[config.mk]
export PLATFORM = sky130hd
export DESIGN_NAME = sar_compare_master
export DESIGN_NICKNAME = d
export VERILOG_FILES = /design/src/rtl/sar_compare_master.sv
export SDC_FILE = /design/constraint.sdc
export NUM_CORES = 1
export LEC_CHECK = 0
export ABC_AREA = 0
export CAP_MARGIN = 5
export CORE_UTILIZATION = 37
export CTS_CLUSTER_SIZE = 30
export DETAILED_ROUTE_END_ITERATION = 8
export DONT_BUFFER_PORTS = 1
export PLACE_DENSITY = 0.5
export SLEW_MARGIN = 20
export SYNTH_ARGS = -nofsm -noshare
export SYNTH_HDL_FRONTEND = slang
export SYNTH_SLANG_ARGS = --single-unit
[constraint.sdc]
create_clock -name clk -period 2.9 [get_ports clk]
set_input_delay 0.29 -clock clk [delete_from_list [all_inputs] [get_ports clk]]
set_output_delay 0.29 -clock clk [all_outputs]
set_load 0.1 [all_outputs]
[src/rtl/sar_compare_master.sv]
// rtl/sar_compare_master.sv - SAR search controller for a registered 6-bit comparator; optional macro SAR_EARLY_EXIT_EN
module sar_compare_master #(
  parameter int CMP_LATENCY = 2
) (
  input  logic       clk,
  input  logic       reset,
  input  logic       start,
  input  logic       mode_s,
  input  logic       cmp_g,
  input  logic       cmp_s,
  input  logic       cmp_e,
  output logic [5:0] trial,
  output logic       s_out,
  output logic       busy,
  output logic       done,
  output logic [5:0] result,
  output logic       exact,
  output logic       err
);

  typedef enum logic [1:0] {IDLE, WAIT, DONE} state_t;

  localparam logic [2:0] LAT = 3'(CMP_LATENCY);

  state_t     state_q, state_d;
  logic [5:0] u_q, u_d;
  logic [2:0] k_q, k_d;
  logic [2:0] wcnt_q, wcnt_d;
  logic       mode_q, mode_d;
  logic [5:0] trial_q, trial_d;
  logic [5:0] result_q, result_d;
  logic       exact_q, exact_d;
  logic       err_q, err_d;

  // Flipping the MSB turns the offset-binary search register into a two's-complement trial.
  function automatic logic [5:0] map_trial(input logic [5:0] u, input logic m);
    return m ? (u ^ 6'b100000) : u;
  endfunction

  // State and datapath registers; reset aborts any search without a done pulse.
  always_ff @(posedge clk or posedge reset) begin
    if (reset) begin
      state_q  <= IDLE;
      u_q      <= 6'd0;
      k_q      <= 3'd0;
      wcnt_q   <= 3'd0;
      mode_q   <= 1'b0;
      trial_q  <= 6'd0;
      result_q <= 6'd0;
      exact_q  <= 1'b0;
      err_q    <= 1'b0;
    end else begin
      state_q  <= state_d;
      u_q      <= u_d;
      k_q      <= k_d;
      wcnt_q   <= wcnt_d;
      mode_q   <= mode_d;
      trial_q  <= trial_d;
      result_q <= result_d;
      exact_q  <= exact_d;
      err_q    <= err_d;
    end
  end

  // Next-state logic: wait out the comparator latency, then decide one bit per evaluation.
  always_comb begin
    logic [5:0] u_nxt;
    logic [2:0] k_m1;
    logic       one_hot;

    state_d  = state_q;
    u_d      = u_q;
    k_d      = k_q;
    wcnt_d   = wcnt_q;
    mode_d   = mode_q;
    trial_d  = trial_q;
    result_d = result_q;
    exact_d  = exact_q;
    err_d    = err_q;
    u_nxt    = u_q;
    k_m1     = k_q - 3'd1;
    one_hot  = ({cmp_g, cmp_s, cmp_e} == 3'b100) ||
               ({cmp_g, cmp_s, cmp_e} == 3'b010) ||
               ({cmp_g, cmp_s, cmp_e} == 3'b001);

    case (state_q)
      IDLE: begin
        if (start) begin
          mode_d  = mode_s;
          u_d     = 6'b100000;
          k_d     = 3'd5;
          wcnt_d  = LAT;
          trial_d = map_trial(6'b100000, mode_s);
          exact_d = 1'b0;
          err_d   = 1'b0;
          state_d = WAIT;
        end
      end

      WAIT: begin
        if (wcnt_q != 3'd0) begin
          wcnt_d = wcnt_q - 3'd1;
        end else if (!one_hot) begin
          err_d    = 1'b1;
          result_d = trial_q;
          state_d  = DONE;
`ifdef SAR_EARLY_EXIT_EN
        end else if (cmp_e) begin
          exact_d  = 1'b1;
          result_d = trial_q;
          state_d  = DONE;
`endif
        end else begin
          // Without early exit an equal result keeps the bit, just like greater.
          if (cmp_e) exact_d = 1'b1;
          if (cmp_s) u_nxt[k_q] = 1'b0;
          if (k_q == 3'd0) begin
            u_d      = u_nxt;
            result_d = map_trial(u_nxt, mode_q);
            state_d  = DONE;
          end else begin
            u_nxt[k_m1] = 1'b1;
            u_d         = u_nxt;
            k_d         = k_m1;
            wcnt_d      = LAT;
            trial_d     = map_trial(u_nxt, mode_q);
          end
        end
      end

      DONE: begin
        state_d = IDLE;
      end

      default: begin
        state_d = IDLE;
      end
    endcase
  end

  assign trial  = trial_q;
  assign s_out  = mode_q;
  assign busy   = (state_q == WAIT);
  assign done   = (state_q == DONE);
  assign result = result_q;
  assign exact  = exact_q;
  assign err    = err_q;

endmodule
# Yosys cells after proc, flatten, opt, wreduce, memory -nomap -nowiden
# Cells that the tools add are included.
classes:
  add_sub_neg: 2
  multipliers: 0
  div_mod_pow: 0
  magnitude_cmp: 4
  n_eq_ne: 15
  shift: 0
  mux: 46
  bitwise_logic: 6
  n_reduce_logical: 16
ops:
  columns: ["operator", "n"]
  rows:
  - ["6-bit 2-to-1 mux", 17]
  - ["3-bit 2-to-1 mux", 8]
  - ["6-bit case mux with 2 select lines", 2]
  - ["3-bit case mux with 2 select lines", 2]
  - ["4-bit AND reduction", 3]
  - ["2-bit != test, second input constant", 5]
  - ["5-bit AND reduction", 2]
  - ["3-bit by 4-bit less-than comparator with 1-bit output, second input constant", 2]
  - ["1-bit 2-to-1 mux", 8]
  - ["2-bit 2-to-1 mux", 4]
  - ["6-bit AND", 1]
  - ["1-bit demux with 3-bit select", 2]
  - ["3-bit by 1-bit greater-or-equal comparator with 1-bit output, second input constant", 2]
  - ["6-bit NOT", 1]
  - ["6-bit OR", 1]
  - ["3-bit AND reduction", 2]
  - ["3-bit by 1-bit subtractor with 3-bit output, second input constant", 2]
  - ["2-bit by 1-bit != test with 1-bit output, second input constant", 2]
  - ["1-bit case mux with 2 select lines", 2]
  - ["2-bit case mux with 2 select lines", 1]
  - ["3-bit by 1-bit equality test with 1-bit output, second input constant", 1]
  - ["3-bit by 2-bit equality test with 1-bit output, second input constant", 1]
  - ["3-bit equality test, second input constant", 1]
  - ["3-bit logical NOT", 1]
  - ["12 further kinds", 16]
word_totals:
  ff_bits: 29
  latch_bits: 0
  ram_bits: 0
  mem_bits_ro: 0
  in_bits: 7
  out_inout_bits: 17
  elab_cells: 98
  memories: 0

# Logic depth before layout (Yosys ltp)
depth:
  ltp_word: 17
  mapped_depth: 8
  depth_no_buf: 7

# Worst setup path after synthesis
# No wires, ideal clock.
synth_path:
  path_type: "reg-to-reg"
  startpoint: "reg state_q[1]"
  endpoint: "reg trial_q[4] (netlist: trial[4])"
  setup_time_ps: 123
  t_arrival_ps: 2092
  t_required_ps: 2777
  setup_slack_ps: 685
  path_stages_with_launch: 7
  path_buffers: 1
  synth_period_minus_slack_ps: 2215
  path_cell_list: "dfrtp_1 > nand2b_1 > inv_1 > o2111a_1 > a21oi_1 > buf_2 > a32o_1"
synth_between:
  elab_chain_len: 3
  word_cells_on_any_way: 9
  cone_classes: "eq/ne (5); mux (1); reduce/logical (3)"
synth_rtl:
  columns: ["element", "line_no", "rtl"]
  rows:
  - ["start, declared", "25", "state_t state_q, state_d;"]
  - ["start signal, assigned", "53", "state_q <= state_d;"]
  - ["2-bit by 1-bit equality test with 1-bit output *", null, null]
  - ["via busy", "14", "output logic busy,"]
  - ["2-bit != test (no line) (tied with other cells)", null, null]
  - ["5-bit AND reduction (no line)", null, null]
  - ["end signal, assigned", "58", "trial_q <= trial_d;"]
  - ["end, declared", "30", "logic [5:0] trial_q, trial_d;"]
# The timed path passes the listed nets; every way through them passes the cells marked *.
# A chain may end at the register's enable or synchronous reset.

# Worst setup path in the final report
layout_path:
  startpoint: "reg k_q[0]"
  endpoint: "reg trial_q[5] (netlist: trial[5])"
layout_between:
  elab_chain_len: 17
  word_cells_on_any_way: 27
  cone_classes: "add/sub (1); order compare (4); eq/ne (1); mux (13); bitwise (4); reduce/logical (4)"
layout_rtl:
  columns: ["element", "line_no", "rtl"]
  rows:
  - ["start, declared", "27", "logic [2:0] k_q, k_d;"]
  - ["start signal, assigned", "55", "k_q <= k_d;"]
  - ["3-bit by 4-bit less-than comparator with 1-bit output (not written as such) / 3-bit by 1-bit greater-or-equal comparator with 1-bit output (equally long branches)", "116", "if (cmp_s) u_nxt[k_q] = 1'b0;"]
  - ["1-bit logical AND (not written as such)", "116", null]
  - ["1-bit 2-to-1 mux (not written as such)", "116", null]
  - ["1-bit demux with 3-bit select", "116", null]
  - ["6-bit NOT (no line)", null, null]
  - ["6-bit AND (no line)", null, null]
  - ["6-bit 2-to-1 mux", "116", null]
  - ["6-bit 2-to-1 mux", "103", "end else if (!one_hot) begin"]
  - ["6-bit 2-to-1 mux", "101", "if (wcnt_q != 3'd0) begin"]
  - ["6-bit 2-to-1 mux", "86", "case (state_q)"]
  - ["6-bit OR (no line)", null, null]
  - ["1-bit NOT (no line)", null, null]
  - ["6-bit 2-to-1 mux", "37", "return m ? (u ^ 6'b100000) : u;"]
  - ["6-bit 2-to-1 mux", "117", "if (k_q == 3'd0) begin"]
  - ["6-bit 2-to-1 mux", "103", null]
  - ["6-bit 2-to-1 mux", "101", null]
  - ["6-bit case mux with 2 select lines", "86", null]
# Parallel ways exist; a longest one is shown, timed or not. The select of a mux whose other input is x is not followed.

==> run_results.csv <==
group,metric,value,unit
timing,maxSlewHeadroom,36.3,%
grt,overflow,0,
clocking,clock_sinks,29,
detailed_routing,wirelength_met1,1730,um
timing,finalSetupViolations,0,
setup_path,crit_path_end_kind,"flip-flop",
place,routabilityCongestion,0.845,
floorplan,rows,23,
setup_path,critical_path_buf_inv_count,1,
timing,worst_slew_pin_slew,0.956,ns
floorplan,die-area,4540,um^2
grt,grt_usage,17.5,%
detailed_routing,route.met3.wl,151,um
clocking,cts_tree,"yes",
synthesis,yosys_warnings,0,
cells_and_area,final_layout_size_suffix_gt1_share,18.6,%
cells_and_area,nets,182,
job,maxCapViolCount,0,
synthesis,ys_seq_elements,29,
timing,max_freq,442,MHz
timing,hold_violations,0,
clocking,ctsResizeCount,0,
cells_and_area,area_delta_synth_final,11.2,%
timing,clock-skew-final,0.00778,ns
timing,tns,0,ns
timing,fin_crit_sh,78.1,%
detailed_routing,dr.pass1.iters,4,
grt,grt_max_degree,30,
clocking,cts-root-buf,"clkbuf_8",
floorplan,die-height,67.4,um
clocking,clk_pin_slew,0.07,ns
setup_path,worst-path-max-fanout,11,
setup_path,path_cells,"inv_1, ha_1, xnor2_1, a2bb2oi_1, xnor2_1, a21oi_1, o21ai_0",
floorplan,ios,24,
detailed_routing,wl_met2,1520,um
setup_path,critPathLaunchType,"flip-flop",
clocking,post_cts_buffers,0,
setup_path,crit_type,"reg -> reg",
detailed_routing,antenna_left,0,
cells_and_area,seqCellArea,726,um^2
setup_path,cpMaxStageDelayCell,"dfrtp_1",
synthesis,yosys-top-cells-area,"dfrtp_1 46%, mux2_2 8.5%, o21ai_0 5.7%",
clocking,clk_latency,0.28,ns
floorplan,core,4060,um^2
detailed_routing,route.detailed.drc,0,
detailed_routing,wl_per_cell,15.8,um
synthesis,synth_area_per_cell,9.70,um^2
detailed_routing,wl,3500,um
detailed_routing,initialDrtViolationCount,52,
grt,grt_pass1_wl,5670,um
detailed_routing,num_vias,1196,
clocking,hold_buffers,1,
clocking,cts_buffer_depth,2,
setup_path,critPathTopFamily,"XOR/XNOR gates",
synthesis,syn_inst,163,
synthesis,synth_top_cell_by_area,"dfrtp_1",
clocking,cts_buffers,5,
floorplan,initial_utilization,39.0,%
cells_and_area,multi_input_area,798,um^2
synthesis,ys_seq_area_share,45.9,%
setup_path,cp.arrival,2.46,ns
place,io_buffers,0,
synthesis,netlist_area,1580,um^2
cells_and_area,diodes,0,
timing,maxSlewViolCount,0,
outcome,outcome,"finished, final reports clean",
setup_path,cpMostUsedCell,"xnor2_1",
clocking,h-tree-depth,2,
setup_path,worst_path_largest_cell_delay,0.53,ns
timing,fin_crit,2.26,ns
setup_path,cp.required,3.10,ns
synthesis,yosysUniqueCellTypes,37,
grt,antenna_found_initial,0,
synthesis,synth_top_area_share,45.9,%
grt,grt_pass1_vias,1165,
cells_and_area,fill_cells,389,
detailed_routing,maxUsedRoutingLayer,"met4",
place,dpl.hpwl,2540,um
timing,rsz0062_at_grt,"no",
floorplan,die_w,67.4,um
worst_hold_path,hold_path_class,"in -> reg",
detailed_routing,vias_per_cell,5.39,
synthesis,syn_nets,174,
[layout by cell type, fill, tap and decap left out, types with 2 or more instances in the layout]
| cell | n |
|---|---|
| dfrtp_1 | 29 |
| inv_1 | 6 |
| o21a_1 | 4 |
| nor2b_1 | 5 |
| clkbuf_8 | 5 |
| nand2_1 | 18 |
| a21oi_1 | 13 |
| a31oi_1 | 3 |
| nand3_1 | 3 |
| nand2b_1 | 5 |
| buf_4 | 5 |
| o41a_1 | 2 |
| xnor2_1 | 2 |
| xor2_1 | 2 |
| mux2_2 | 12 |
| o21ai_0 | 18 |
| nor2_1 | 11 |
| clkinvlp_4 | 3 |
| ha_1 | 4 |
| mux2i_1 | 2 |
[cells in the mapped netlist]
library cell  number
dfrtp_1           29
nand2_1           18
o21ai_0           18
a21oi_1           13
mux2_2            12
nor2_1            11
inv_1              7
nor2b_1            6
nand2b_1           5
ha_1               4
o21a_1             4
a31oi_1            3
clkbuf_1           3
nand3_1            3
mux2i_1            2
o41a_1             2
xnor2_1            2
xor2_1             2
a22o_1             1
a22oi_1            1
a2bb2oi_1          1
a32o_1             1
buf_2              1
buf_6              1
inv_4              1
nand2_2            1
nand4b_1           1
nor3_1             1
nor4b_1            1
o2111a_1           1
o2111ai_1          1
o21a_2             1
o21ai_2            1
o21bai_1           1
o311ai_0           1
o31ai_1            1
or3_4              1
[cell type report]
type | instances | area share, %
Multi-Input combinational cell | 121 | 45.4
Sequential cell | 29 | 41.3
Clock buffer | 5 | 3.91
Tap cell | 50 | 3.56
Timing Repair Buffer | 6 | 2.70
Inverter | 8 | 1.85
Clock inverter | 3 | 1.28
[sequential cells by signal, indices dropped and copies added (netlist names), 2 cells and up]
register and cells:
u_q 6, result 6, state_q 2, trial 6, k_q 3, wcnt_q 3
[cell families (layout without fill, tap and decap cells)]
group,after synthesis,count (layout),synth area share (%)
AOI/OAI and AO/OA,51,51,20.4
xor gates and xnor gates,4,4,2.22
adders and majority gates,4,4,3.16
buffers and inverters,13,22,3.80
DFF,29,29,45.9
muxes,14,14,9.81
and+or+nand+nor,48,48,14.7
[final timing paths]
kind                                         start                    end  slack [ns]  cells past startpoint
min in group asynchronous                    reset  result[1]$_DFFE_PP0P_        0.53                      2
worst min-delay path                        mode_s      s_out$_DFFE_PP0P_        0.17                      1
worst max-delay path            k_q[0]$_DFFE_PP0P_   trial[5]$_DFFE_PP0P_        0.64                      7
worst min register to register  u_q[3]$_DFFE_PP0P_     u_q[3]$_DFFE_PP0P_        0.49                      2
max in group asynchronous                    reset  wcnt_q[2]$_DFFE_PP0P_        1.96                      2
worst max register to register  k_q[0]$_DFFE_PP0P_   trial[5]$_DFFE_PP0P_        0.64                      7
[per-stage QoR]
stage	utilization, %	hold slack [ns]	area, um^2	std cells	setup WS (ns)
after floorplan	-	0.368	1580	163	0.685
after global placement	40.8	0.445	1660	213	0.805
after detailed placement	40.8	0.288	1660	213	0.667
after CTS	43.3	0.156	1760	222	0.649
after global routing	43.3	0.151	1760	222	0.454
final	43.3	0.167	1760	222	0.636
[layer usage]
layer	GRT usage (%)	up-vias
met2	25.3	20
met4	8.51	0
met5	0	-
li1	-	595
met3	6.08	9
met1	23.2	572
Power is not shown: default switching activity piles up to over one toggle a cycle in this logic, so the estimate is an artifact.
